--- config.mk ---
export PLATFORM = sky130hd
export DESIGN_NAME = dco_phase_ctl
export DESIGN_NICKNAME = d
export VERILOG_FILES = /design/src/rtl/dco_phase_ctl.sv
export SDC_FILE = /design/constraint.sdc
export NUM_CORES = 1
export LEC_CHECK = 0
export BUFFER_PORTS_ARGS = -buffer_cell sky130_fd_sc_hd__buf_2
export CAP_MARGIN = 20
export CORE_MARGIN = 3
export CORE_UTILIZATION = 35
export DETAILED_ROUTE_END_ITERATION = 16
export PLACE_DENSITY = 0.64
export SETUP_SLACK_MARGIN = 0.05
export SYNTH_ARGS = -nofsm -noshare
export SYNTH_HDL_FRONTEND = slang
export SYNTH_SLANG_ARGS = --single-unit
--- constraint.sdc ---
create_clock -name clk -period 2.2 [get_ports clk]
set_input_delay 0.66 -clock clk [delete_from_list [all_inputs] [get_ports clk]]
set_output_delay 0.66 -clock clk [all_outputs]
set_load 0.05 [all_outputs]
--- src/rtl/dco_phase_ctl.sv ---
// Bring-up sequencer and PSEN/PSDONE phase-step controller for the LVDS DCO clock path.
// Runs entirely in the phase-shift clock domain; mmcm_locked is the only asynchronous input.
module dco_phase_ctl #(
    parameter int unsigned RST_CYCLES    = 16,
    parameter int unsigned SETTLE_CYCLES = 8,
    parameter int unsigned LOCK_TIMEOUT  = 65535,
    parameter int unsigned PS_TIMEOUT    = 1023,
    parameter int unsigned PHASE_W       = 12
) (
    input  logic                      clk,
    input  logic                      rst_n,
    input  logic                      restart,
    input  logic                      mmcm_locked,
    output logic                      clk_reset,
    output logic                      mmcm_reset,
    output logic                      mmcm_psen,
    output logic                      mmcm_psincdec,
    input  logic                      mmcm_psdone,
    input  logic                      cmd_valid,
    input  logic                      cmd_dir,
    input  logic [7:0]                cmd_count,
    output logic                      cmd_ready,
    output logic                      cmd_done,
    output logic                      ready,
    output logic signed [PHASE_W-1:0] phase,
    output logic                      err_lock,
    output logic                      err_ps,
    input  logic                      err_clr
);

    localparam int unsigned MaxRs  = (RST_CYCLES > SETTLE_CYCLES) ? RST_CYCLES : SETTLE_CYCLES;
    localparam int unsigned MaxTo  = (LOCK_TIMEOUT > PS_TIMEOUT) ? LOCK_TIMEOUT : PS_TIMEOUT;
    localparam int unsigned MaxCnt = (MaxRs > MaxTo) ? MaxRs : MaxTo;
    localparam int unsigned CntW   = $clog2(MaxCnt + 1);

    // Each limit is the last cycle index spent in the state, counted from 0 on entry.
    localparam logic [CntW-1:0] RstLast    = CntW'(RST_CYCLES - 1);
    localparam logic [CntW-1:0] SettleLast = CntW'(SETTLE_CYCLES - 1);
    localparam logic [CntW-1:0] LockLast   = CntW'(LOCK_TIMEOUT - 1);
    localparam logic [CntW-1:0] PsLast     = CntW'(PS_TIMEOUT - 1);

    typedef enum logic [2:0] {
        StInit,
        StSettle,
        StWaitLock,
        StIdle,
        StPsPulse,
        StPsWait
    } state_e;

    state_e                    state_q, state_d;
    logic [CntW-1:0]           cnt_q, cnt_d;
    logic [7:0]                rem_q, rem_d;
    logic                      dir_q, dir_d;
    logic signed [PHASE_W-1:0] phase_q, phase_d;
    logic                      done_q, done_d;
    logic                      err_lock_q, err_ps_q;
    logic                      set_lock, set_ps;
    logic [1:0]                sync_q;
    logic                      locked_s;

    assign locked_s = sync_q[1];

    // Held clear while the MMCM is in reset so a stale LOCKED cannot short-cut WAIT_LOCK.
    always_ff @(posedge clk or negedge rst_n) begin
        if (!rst_n) begin
            sync_q <= 2'b00;
        end else if (mmcm_reset) begin
            sync_q <= 2'b00;
        end else begin
            sync_q <= {sync_q[0], mmcm_locked};
        end
    end

    always_comb begin
        state_d  = state_q;
        cnt_d    = cnt_q + CntW'(1);
        rem_d    = rem_q;
        dir_d    = dir_q;
        phase_d  = phase_q;
        done_d   = 1'b0;
        set_lock = 1'b0;
        set_ps   = 1'b0;

        unique case (state_q)
            StInit: begin
                if (cnt_q == RstLast) begin
                    state_d = StSettle;
                    cnt_d   = '0;
                end
            end
            StSettle: begin
                if (cnt_q == SettleLast) begin
                    state_d = StWaitLock;
                    cnt_d   = '0;
                end
            end
            StWaitLock: begin
                if (locked_s) begin
                    state_d = StIdle;
                end else if (cnt_q == LockLast) begin
                    set_lock = 1'b1;
                    state_d  = StInit;
                    cnt_d    = '0;
                end
            end
            StIdle: begin
                if (!locked_s) begin
                    set_lock = 1'b1;
                    state_d  = StInit;
                    cnt_d    = '0;
                end else if (cmd_valid && cmd_ready) begin
                    dir_d = cmd_dir;
                    rem_d = cmd_count;
                    if (cmd_count == 8'd0) begin
                        done_d = 1'b1;
                    end else begin
                        state_d = StPsPulse;
                    end
                end
            end
            StPsPulse: begin
                if (!locked_s) begin
                    set_lock = 1'b1;
                    state_d  = StInit;
                    cnt_d    = '0;
                end else begin
                    state_d = StPsWait;
                    cnt_d   = '0;
                end
            end
            StPsWait: begin
                if (!locked_s) begin
                    set_lock = 1'b1;
                    state_d  = StInit;
                    cnt_d    = '0;
                end else if (mmcm_psdone) begin
                    phase_d = dir_q ? phase_q + PHASE_W'(1) : phase_q - PHASE_W'(1);
                    rem_d   = rem_q - 8'd1;
                    if (rem_q == 8'd1) begin
                        done_d  = 1'b1;
                        state_d = StIdle;
                    end else begin
                        state_d = StPsPulse;
                    end
                end else if (cnt_q == PsLast) begin
                    // Missing step leaves phase untouched; the burst is closed out.
                    set_ps  = 1'b1;
                    done_d  = 1'b1;
                    state_d = StIdle;
                end
            end
            default: begin
                state_d = StInit;
                cnt_d   = '0;
            end
        endcase

        if (restart) begin
            state_d  = StInit;
            cnt_d    = '0;
            done_d   = 1'b0;
            set_lock = 1'b0;
            set_ps   = 1'b0;
        end

        if (state_d == StInit) begin
            phase_d = '0;
        end
    end

    always_ff @(posedge clk or negedge rst_n) begin
        if (!rst_n) begin
            state_q    <= StInit;
            cnt_q      <= '0;
            rem_q      <= 8'd0;
            dir_q      <= 1'b0;
            phase_q    <= '0;
            done_q     <= 1'b0;
            err_lock_q <= 1'b0;
            err_ps_q   <= 1'b0;
        end else begin
            state_q    <= state_d;
            cnt_q      <= cnt_d;
            rem_q      <= rem_d;
            dir_q      <= dir_d;
            phase_q    <= phase_d;
            done_q     <= done_d;
            err_lock_q <= (err_lock_q & ~err_clr) | set_lock;
            err_ps_q   <= (err_ps_q & ~err_clr) | set_ps;
        end
    end

    assign clk_reset     = (state_q == StInit);
    assign mmcm_reset    = (state_q == StInit) || (state_q == StSettle);
    assign mmcm_psen     = (state_q == StPsPulse);
    assign mmcm_psincdec = dir_q;
    assign ready         = (state_q == StIdle);
    assign cmd_ready     = ready & ~restart;
    assign cmd_done      = done_q;
    assign phase         = phase_q;
    assign err_lock      = err_lock_q;
    assign err_ps        = err_ps_q;

endmodule

==> flow_summary.yaml, run 1 <==
outcome:
  outcome: "finished, violations left"
  violations: "setup timing"
setup_path:
  rrSetupSlack_ps: -60
  cp_cell_sequence: "clkinvlp_4, buf_6, ha_4, o21a_1, o31a_1, o21a_1, a311o_1, mux2i_1, o21ba_2"
  cp-end-kind: "flip-flop"
  cp.depth: 9
  slowest_delay_ps: 390
  cp_max_fo: 5
  rr_startpoint: "mmcm_psincdec$_DFFE_PN0P_"
  required_ps: 2390
  crit_path_end: "phase[8]$_DFFE_PN0P_"
  cp.buffers_inverters: 2
  start_kind: "flip-flop"
  reg2regPathDepth: 9
  cp-startpoint: "mmcm_psincdec$_DFFE_PN0P_"
  crit_slowest_cell: "dfrtp_2"
  critPathArrivalTime_ps: 2450
  path_delay_family: "compound AO/OA/AOI/OAI gates"
  critPathKind: "reg2reg"
  worstReg2RegEnd: "phase[8]$_DFFE_PN0P_"
  critPathMostFrequentCell: "o21a_1"
cells_and_area:
  multi_input_area_mm2: 0.00199
  syn_to_final_growth_pct: 40.8
  nNetsFinal: 475
  fill_cells: 751
  layout-drive-gt1-share: 0.371
  stdcell_area_mm2: 0.00413
  seq_area_mm2: 0.00113
  final_util: 0.521
  antenna_cells: 0
power:
  leakagePower_nw: 1.83
  powerDensity_mw_per_mm2: 347
  netSwitchingPower_mw: 0.331
  vdd_drop_max_v: 0.000249
  report.power.total_mw: 1.43
  p_comb_frac: 0.070
  internal_power_mw: 1.10
  switching_share: 0.231
  power_frac_seq: 0.584
  clkPwrFrac: 0.346
timing:
  relSlewSlack: 0.655
  worst_slack_ps: -62.6
  finalCritPeriodShare: 1.03
  rsz0062_at_grt: "yes"
  hold_viol_final: 0
  final-max-slew-violation-count: 0
  finalSetupViolCount: 2
  tightest_slew_ps: 518
  period_minus_slack_ps: 2260
  skew_ps: 7.58
  fmax_mhz: 442
logic_synthesis:
  ys_async_sr_fraction: 1.00
  synth-edff-count: 0
  seq_area_frac_synth: 0.384
  synth_ff_type: "dfrtp_1"
  synth_cell_type_count: 56
  syn_inst: 341
  synth.avg_cell_area_um2: 8.60
  yosysWarnings: 0
  ys_ff_latch: 45
  syn-num-nets: 372
  synth_area_mm2: 0.00293
detailed_routing:
  drt_iter0_markers: 178
  wl_mm: 7.84
  drt_first_pass_iters: 4
  via_per_inst: 5.20
  drt.antenna.violating_nets: 0
  highest_layer: "met4"
  drt-met1-wl_mm: 3.61
  remaining_drc_errors: 0
  vias: 2846
  detail_route.wl_per_cell_um: 14.3
  dr_wl_met2_mm: 3.90
  wl_met3_um: 253
floorplanning:
  design.core.area_mm2: 0.00793
  rows: 32
  dieWidth_um: 97.5
  io_pins: 37
  die-area_mm2: 0.00951
  fp.dieH_um: 97.5
  start_util: 0.370
clocking:
  insertion_delay_ps: 300
  cts_tree: "yes"
  hold_buffers: 0
  path_clk_slew_ps: 90
  numClockSinks: 45
  cts_root_buf: "clkbuf_8"
  numCtsBuffers: 5
  clock_path_buffers: 2
  cts.htree.levels: 2
global_route:
  grt_first_pass_wirelength_mm: 13.2
  antenna_found_initial: 0
  grt-ovfl-total: 0
  first_global_vias: 2893
  grt_start_max_net_pins: 23
  track_usage: 0.165
placement:
  preCtsSetupSlack_ps: -366
  globalplace.congestion: 0.849
  port_buffers: 36
  placed_cell_area_mm2: 0.00375
  dpl.hpwl_mm: 5.83
hold_path:
  hold_class: "in2async"
job:
  cap_violations: 0
==> power by group through the flow <==
stage	Sequential, mW	Combinational (mW)	Clock, mW
finish	0.837	0.0997	0.496
global route	0.838	0.113	0.553
CTS	0.835	0.0966	0.512
detailed placement	0.852	0.0957	0
global placement	0.852	0.0933	0
floorplan	0.853	0.0264	0
==> area by class of cell <==
cell class              instances  area share
repair buffers                109       0.182
clock buffers                   8      0.0194
well taps                     102      0.0309
inverters                      11      0.0109
flip-flops and latches         45       0.274
multi-input cells             272       0.483
==> through the flow <==
stage	hold WS, ps	std cells	TNS [ps]
global route	357	547	-300
CTS	337	543	-50.7
finish	329	547	-97.3
detailed placement	451	532	-3170
floorplan	364	341	-762
global placement	456	532	-2930
==> Yosys cell counts, types with 2 or more instances <==
cell type	count	area, µm²
xor2_1	9	78.8
dfrtp_1	45	1130
nor2b_1	9	56.3
nand4_1	4	25.0
nand2b_1	4	25.0
a21oi_1	28	140
a211oi_1	5	37.5
nor3b_1	3	22.5
o21ai_0	21	105
nor2_1	43	161
nor4_2	2	25.0
mux2i_1	2	20.0
and2_1	3	18.8
nand3_1	15	75.1
ha_1	14	175
a21o_1	3	22.5
inv_1	11	41.3
o211ai_1	3	22.5
nand3b_1	3	22.5
or3_1	4	25.0
o2111ai_1	2	17.5
nor3_1	10	50.1
nor4_1	7	43.8
xnor2_1	11	96.3
o21bai_1	2	15.0
buf_2	2	10.0
o21a_1	3	22.5
a22oi_1	2	15.0
o22ai_1	2	12.5
a31oi_1	3	18.8
and3_2	2	15.0
clkbuf_1	8	30.0
nand2_1	28	105
and3_1	4	25.0
and4_1	2	17.5
buf_4	2	15.0
==> worst min path at each step <==
stage                            endpoint  slack (ps)  cells after the start
CTS                  rem_q[2]$_DFFE_PN0P_         340                      1
detailed placement    sync_q[1]$_DFF_PN0_         450                      1
global route        phase[10]$_DFFE_PN0P_         360                      1
floorplan              cmd_done$_DFF_PN0_         360                      0
global placement      sync_q[1]$_DFF_PN0_         460                      1
finish               rem_q[2]$_DFFE_PN0P_         330                      1
==> cells in the final DEF, fill, tap and decap left out, types with 4 or more instances in the layout <==
master / count
buf_4: 72
nor2_1: 41
dfrtp_1: 41
buf_2: 33
nand2_1: 28
a21oi_1: 25
o21ai_0: 18
nand3_1: 15
xnor2_1: 11
inv_1: 10
ha_4: 10
xor2_1: 9
nor2b_1: 8
nor4_1: 6
nor3_1: 6
clkbuf_8: 5
and3_1: 4
nand2b_1: 4
or3_1: 4
nand4_1: 4
dfrtp_2: 4
==> per-layer routing <==
metal | track usage | up-vias
met4 | 0.0341 | 0
met2 | 0.278 | 46
li1 | - | 1434
met5 | 0 | -
met3 | 0.0366 | 8
met1 | 0.218 | 1358
==> registers in the layout, indices dropped and copies added (netlist names) <==
register / cells
err_lock: 1
sync_q: 2
state_q: 3
cnt_q: 16
mmcm_psincdec: 1
phase: 12
err_ps: 1
rem_q: 8
cmd_done: 1
==> what timing repair did <==
item / 4_1_cts / 5_1_grt
pin swaps: 2 / 6
resized for setup: 14 / 30
buffers inserted: 3 / 4
endpoints found under the setup margin: 15 / 16
==> cells by family (layout without fill, tap and decap cells) <==
kind of cell,Yosys count,after routing,share of synthesized area
simple gates,149,149,0.261
mux,3,3,0.0107
fa+ha+maj,15,15,0.0666
buf+inv,24,128,0.0367
xor+xnor,20,20,0.0598
compound gates,85,85,0.181
flops,45,45,0.384
(Power assumes the default switching activity.)
==> run 2: changes to the inputs <==
--- a/config.mk
+++ b/config.mk
@@ -5,12 +5,14 @@
 export SDC_FILE = /design/constraint.sdc
 export NUM_CORES = 1
 export LEC_CHECK = 0
+export ABC_AREA = 1
 export BUFFER_PORTS_ARGS = -buffer_cell sky130_fd_sc_hd__buf_2
 export CAP_MARGIN = 20
 export CORE_MARGIN = 3
 export CORE_UTILIZATION = 35
+export CTS_CLUSTER_DIAMETER = 40
 export DETAILED_ROUTE_END_ITERATION = 16
-export PLACE_DENSITY = 0.64
+export PLACE_DENSITY = 0.63
 export SETUP_SLACK_MARGIN = 0.05
 export SYNTH_ARGS = -nofsm -noshare
 export SYNTH_HDL_FRONTEND = slang
==> flow_summary.yaml, run 2 <==
logic_synthesis:
  synth-edff-count: 0
  synth_area_mm2: 0.00309
  ys_ff_latch: 45
  ys_async_sr_fraction: 1.00
  synth_xor_area_frac: 0.0538
  synth_cell_type_count: 36
  synth.area.top_cells: "dfrtp_1, nand2_1, nor2_1"
  synthTopCellsByCount: "nand2_1, nor2_1, inv_1, dfrtp_1, nand3_1"
  synth.most_common_cell: "nand2_1"
  synth-simple-area-share: 0.342
  yosysWarnings: 0
  synth.avg_cell_area_um2: 7.36
  muxShareOfSynthArea: 0
  syn_inst: 420
  netlist.area_leader.share: 0.364
  syn-num-nets: 451
  synthAdderAreaFrac: 0.0631
  synth_compound_area_frac: 0.0934
  post-synth-top-area-cell: "dfrtp_1"
  synth_ff_type: "dfrtp_1"
  synth_top_family_by_area: "simple AND/OR/NAND/NOR gates"
  seq_area_frac_synth: 0.364
global_route:
  track_usage: 0.150
  grt_first_pass_wirelength_mm: 12.5
  first_global_vias: 2760
  grt-ovfl-total: 0
  antenna_found_initial: 0
  grt_start_max_net_pins: 27
timing:
  worst_slack_ps: 155
  finalCritPeriodShare: 0.929
  tightest_slew_ps: 504
  relSlewSlack: 0.664
  final-max-slew-violation-count: 0
  hold_viol_final: 0
  finalSetupViolCount: 0
  skew_ps: 13.2
  fmax_mhz: 489
  rsz0062_at_grt: "yes"
  period_minus_slack_ps: 2040
power:
  p_comb_frac: 0.048
  vdd_drop_max_v: 0.000314
  switching_share: 0.245
  powerDensity_mw_per_mm2: 395
  power_frac_seq: 0.584
  leakagePower_nw: 1.82
  internal_power_mw: 1.08
  clkPwrFrac: 0.368
  netSwitchingPower_mw: 0.351
clocking:
  numClockSinks: 45
  cts_tree: "yes"
  clock_path_buffers: 2
  hold_buffers: 0
  path_clk_slew_ps: 100
  cts.htree.levels: 2
  numCtsBuffers: 5
  insertion_delay_ps: 310
  cts_root_buf: "clkbuf_8"
detailed_routing:
  vias: 2847
  remaining_drc_errors: 0
  drt_iter0_markers: 120
  drt.antenna.violating_nets: 0
  via_per_inst: 4.95
  drt_first_pass_iters: 4
  wl_mm: 7.22
  detail_route.wl_per_cell_um: 12.5
cells_and_area:
  syn_to_final_growth_pct: 17.3
  nNetsFinal: 500
  top_register: "cnt_q"
  antenna_cells: 0
  layout-drive-gt1-share: 0.217
  layout_commonest_cell: "nand2_1"
  final_cell_mix: "nand2_1, nor2_1, inv_1"
  largest_register_ffs: 16
  final_cells: 575
floorplanning:
  die-area_mm2: 0.0100
  design.core.area_mm2: 0.00838
  start_util: 0.369
  fp.dieH_um: 100
  rows: 33
  dieWidth_um: 100
  io_pins: 37
setup_path:
  critPathArrivalTime_ps: 1380
  critPathKind: "reg2out"
  required_ps: 1540
  cp_cell_sequence: "nor2_4, inv_1, nor2_2, clkbuf_4"
  cp_max_fo: 6
  crit_slowest_cell: "dfrtp_2"
  cp-end-kind: "output port"
  slowest_delay_ps: 500
  start_kind: "flip-flop"
placement:
  dpl.cell_count: 564
  port_buffers: 36
  globalplace.congestion: 0.868
  dpl.hpwl_mm: 5.54
  preCtsSetupSlack_ps: 87.1
outcome:
  outcome: "finished clean"
job:
  cap_violations: 0
hold_path:
  hold_class: "in2async"
run 2: changes by cell type in the layout (fill, tap and decap cells not counted), moves of 24 or more:
cell     previous run  this run
nand3_1            15        39
inv_1              10        45
nand2_1            28        88
buf_4              72        12
nor2_1             41        65
run 2: path summary, 6_finish.rpt:
kind,startpoint,to,slack [ps],cells past startpoint
worst max-delay path,state_q[1]$_DFF_PN0_,mmcm_psen,160,4
worst min-delay path,rst_n,cnt_q[11]$_DFF_PN0_,320,1
worst max register to register,mmcm_psincdec$_DFFE_PN0P_,phase[10]$_DFFE_PN0P_,160,10
worst min register to register,sync_q[0]$_DFF_PN0_,sync_q[1]$_DFF_PN0_,470,2
max in group asynchronous,rst_n,state_q[2]$_DFF_PN0_,1360,2
min in group clk,sync_q[0]$_DFF_PN0_,sync_q[1]$_DFF_PN0_,470,2
run 2: cell families (layout without fill, tap and decap cells):
group                      Yosys count  after routing
xor gates and xnor gates            19             19
DFF                                 45             45
buffers and inverters               59            109
and+or+nand+nor                    231            231
AOI/OAI and AO/OA                   51             51
adders and majority gates           15             15
run 2: worst max-delay path, delay by kind of cell (launching register included):
family | cells | cell delay, ps
DFF | 1 | 500
buffers and inverters | 2 | 310
and+or+nand+nor | 2 | 260
run 2: power by group through the flow:
stage / combinational [mW] / clock, mW / sequential, mW
after floorplan: 0.0239 / 0 / 0.852
after global placement: 0.0699 / 0 / 0.852
after detailed placement: 0.0704 / 0 / 0.852
after CTS: 0.0704 / 0.548 / 0.836
after global routing: 0.0788 / 0.583 / 0.837
final: 0.0681 / 0.527 / 0.836
run 2: metal layers:
metal,vias to the layer above,wire (µm),global-route usage
li1,1459,-,-
met2,53,3280,0.236
met5,-,0,0
met3,6,272,0.0257
met4,0,72,0.0373
met1,1329,3590,0.216
run 2: what timing repair did:
action,in CTS,in global routing
cloned,0,1
endpoints found under the setup margin,1,14
buffers inserted,0,2
pin swaps,0,1
resized for setup,1,21
run 2: layout make-up:
class | instances | area [µm²]
Tap cell | 105 | 131
Multi-Input combinational cell | 316 | 1770
Clock buffer | 5 | 68.8
Timing Repair Buffer | 49 | 295
Clock inverter | 3 | 22.5
Timing Repair inverter | 1 | 7.51
Fill cell | 885 | 4750
Inverter | 51 | 195
Sequential cell | 45 | 1130
run 2: stage by stage:
stage                     cell area, µm²  hold slack [ps]  TNS, ps  total power [mW]  utilization
after global placement              3440              454        0             0.922        0.411
after detailed placement            3440              460        0             0.923        0.411
after CTS                           3530              332        0              1.45        0.422
final                               3630              319        0              1.43        0.433
after floorplan                     3100              364        0             0.876            -
after global routing                3630              339    -39.4              1.50        0.433
==> run 3: changes to the inputs <==
--- a/config.mk
+++ b/config.mk
@@ -6,7 +6,7 @@
 export NUM_CORES = 1
 export LEC_CHECK = 0
 export ABC_AREA = 1
-export BUFFER_PORTS_ARGS = -buffer_cell sky130_fd_sc_hd__buf_2
+export BUFFER_PORTS_ARGS = -buffer_cell sky130_fd_sc_hd__buf_4
 export CAP_MARGIN = 20
 export CORE_MARGIN = 3
 export CORE_UTILIZATION = 35
==> flow_summary.yaml, run 3 (synthesis gave the netlist of run 2 again) <==
timing:
  finalCritPeriodShare: 0.938
  skew_ps: 4.77
  tns_ps: 0
  worst_slack_ps: 136
  tightest_slew_ps: 587
  fmax_mhz: 484
  rsz0062_at_grt: "yes"
  period_minus_slack_ps: 2060
  hold_viol_final: 0
  finalSetupViolCount: 0
  final-max-slew-violation-count: 0
  relSlewSlack: 0.609
outcome:
  outcome: "finished clean"
setup_path:
  worstReg2RegEnd: "phase[8]$_DFFE_PN0P_"
  critPathKind: "reg2out"
  reg2regPathDepth: 11
  rr_startpoint: "mmcm_psincdec$_DFFE_PN0P_"
  crit_path_end: "mmcm_psen"
  start_kind: "flip-flop"
  cp-startpoint: "state_q[1]$_DFF_PN0_"
  critPathArrivalTime_ps: 1400
  required_ps: 1540
  cp-end-kind: "output port"
  cp_max_fo: 6
  rrSetupSlack_ps: 220
detailed_routing:
  wl_mm: 7.46
  detail_route.wl_per_cell_um: 12.8
  drt_iter0_markers: 122
  drt_first_pass_iters: 4
  remaining_drc_errors: 0
  drt.antenna.violating_nets: 0
  vias: 2885
  via_per_inst: 4.97
cells_and_area:
  stdcell_area_mm2: 0.00386
  nNetsFinal: 506
  antenna_cells: 0
  layout-drive-gt1-share: 0.242
  final_cells: 581
  largest_register_ffs: 16
  final_cell_mix: "nand2_1, nor2_1, buf_4"
  layout_commonest_cell: "nand2_1"
  syn_to_final_growth_pct: 24.9
  top_register: "cnt_q"
power:
  leakagePower_nw: 1.91
  power_frac_seq: 0.538
  clkPwrFrac: 0.416
  vdd_drop_max_v: 0.000284
  internal_power_mw: 1.23
  p_comb_frac: 0.047
  switching_share: 0.207
  powerDensity_mw_per_mm2: 402
  netSwitchingPower_mw: 0.322
placement:
  preCtsSetupSlack_ps: 101
  dpl.hpwl_mm: 5.47
  dpl.cell_count: 565
  placed_cell_area_mm2: 0.00353
  globalplace.congestion: 0.845
  port_buffers: 36
clocking:
  numClockSinks: 45
  cts.htree.levels: 2
  insertion_delay_ps: 290
  numCtsBuffers: 5
  cts_tree: "yes"
  path_clk_slew_ps: 80
  clock_path_buffers: 2
  cts_root_buf: "clkbuf_8"
global_route:
  grt-ovfl-total: 0
  first_global_vias: 2789
  track_usage: 0.151
  antenna_found_initial: 0
  grt_first_pass_wirelength_mm: 12.6
  grt_start_max_net_pins: 46
job:
  cap_violations: 0
floorplanning:
  design.core.area_mm2: 0.00838
  start_util: 0.369
  io_pins: 37
  fp.dieH_um: 100
  die-area_mm2: 0.0100
  dieWidth_um: 100
  rows: 33
hold_path:
  hold_class: "in2async"
-- run 3: cell types whose count changed in the layout (fill, tap and decap cells not counted), sizes merged --
cell	before	now
buf	47	55
nand3	48	49
bufinv	0	1
clkinvlp	5	1
-- run 3: how the worst min path moves through the flow --
| stage | end |
|---|---|
| after floorplan | cmd_done$_DFF_PN0_ |
| after global placement | sync_q[1]$_DFF_PN0_ |
| after detailed placement | cnt_q[0]$_DFF_PN0_ |
| after CTS | cnt_q[9]$_DFF_PN0_ |
| after global routing | phase[2]$_DFFE_PN0P_ |
| final | cnt_q[10]$_DFF_PN0_ |
-- run 3: area by class of cell --
type | instances | area [µm²]
Multi-Input combinational cell | 317 | 1870
Clock inverter | 1 | 30.0
Clock buffer | 7 | 86.3
Timing Repair Buffer | 55 | 420
Sequential cell | 45 | 1130
Tap cell | 105 | 131
Fill cell | 859 | 4520
Inverter | 51 | 195
-- run 3: per-stage QoR --
stage / util / power, mW / hold WS [ps]
6_report: 0.461 / 1.55 / 367
5_1_grt: 0.461 / 1.63 / 409
4_1_cts: 0.435 / 1.58 / 385
3_5_place_dp: 0.421 / 0.926 / 470
3_3_place_gp: 0.421 / 0.925 / 455
2_1_floorplan: - / 0.876 / 364
-- run 3: power groups by stage --
stage               Combinational, mW  Sequential, mW  Clock (mW)
floorplan                      0.0239           0.852           0
global placement               0.0731           0.852           0
detailed placement             0.0736           0.852           0
CTS                            0.0740           0.836       0.672
global route                   0.0832           0.838       0.710
finish                         0.0723           0.836       0.646
-- run 3: routing by layer --
| metal | wire, µm | GRT usage | vias up | part of all wire |
|---|---|---|---|---|
| met2 | 3500 | 0.246 | 57 | 0.47 |
| li1 | - | - | 1478 | - |
| met1 | 3580 | 0.212 | 1346 | 0.48 |
| met4 | 57 | 0.0280 | 0 | 0.0076 |
| met5 | 0 | 0 | - | 0 |
| met3 | 325 | 0.0292 | 4 | 0.044 |
-- run 3: critical path: stages (launching register included) --
cell and delay (ps):
dfrtp_2 480, nor2_2 190, inv_1 90, nor2_2 130, buf_4 220
-- run 3: what timing repair did --
item                       CTS  global route
hold buffers                 0             0
cloned                       0             1
pin swaps                    0             6
buffers inserted             0             7
gates resized for setup      1            33
setup endpoints to repair    1            17
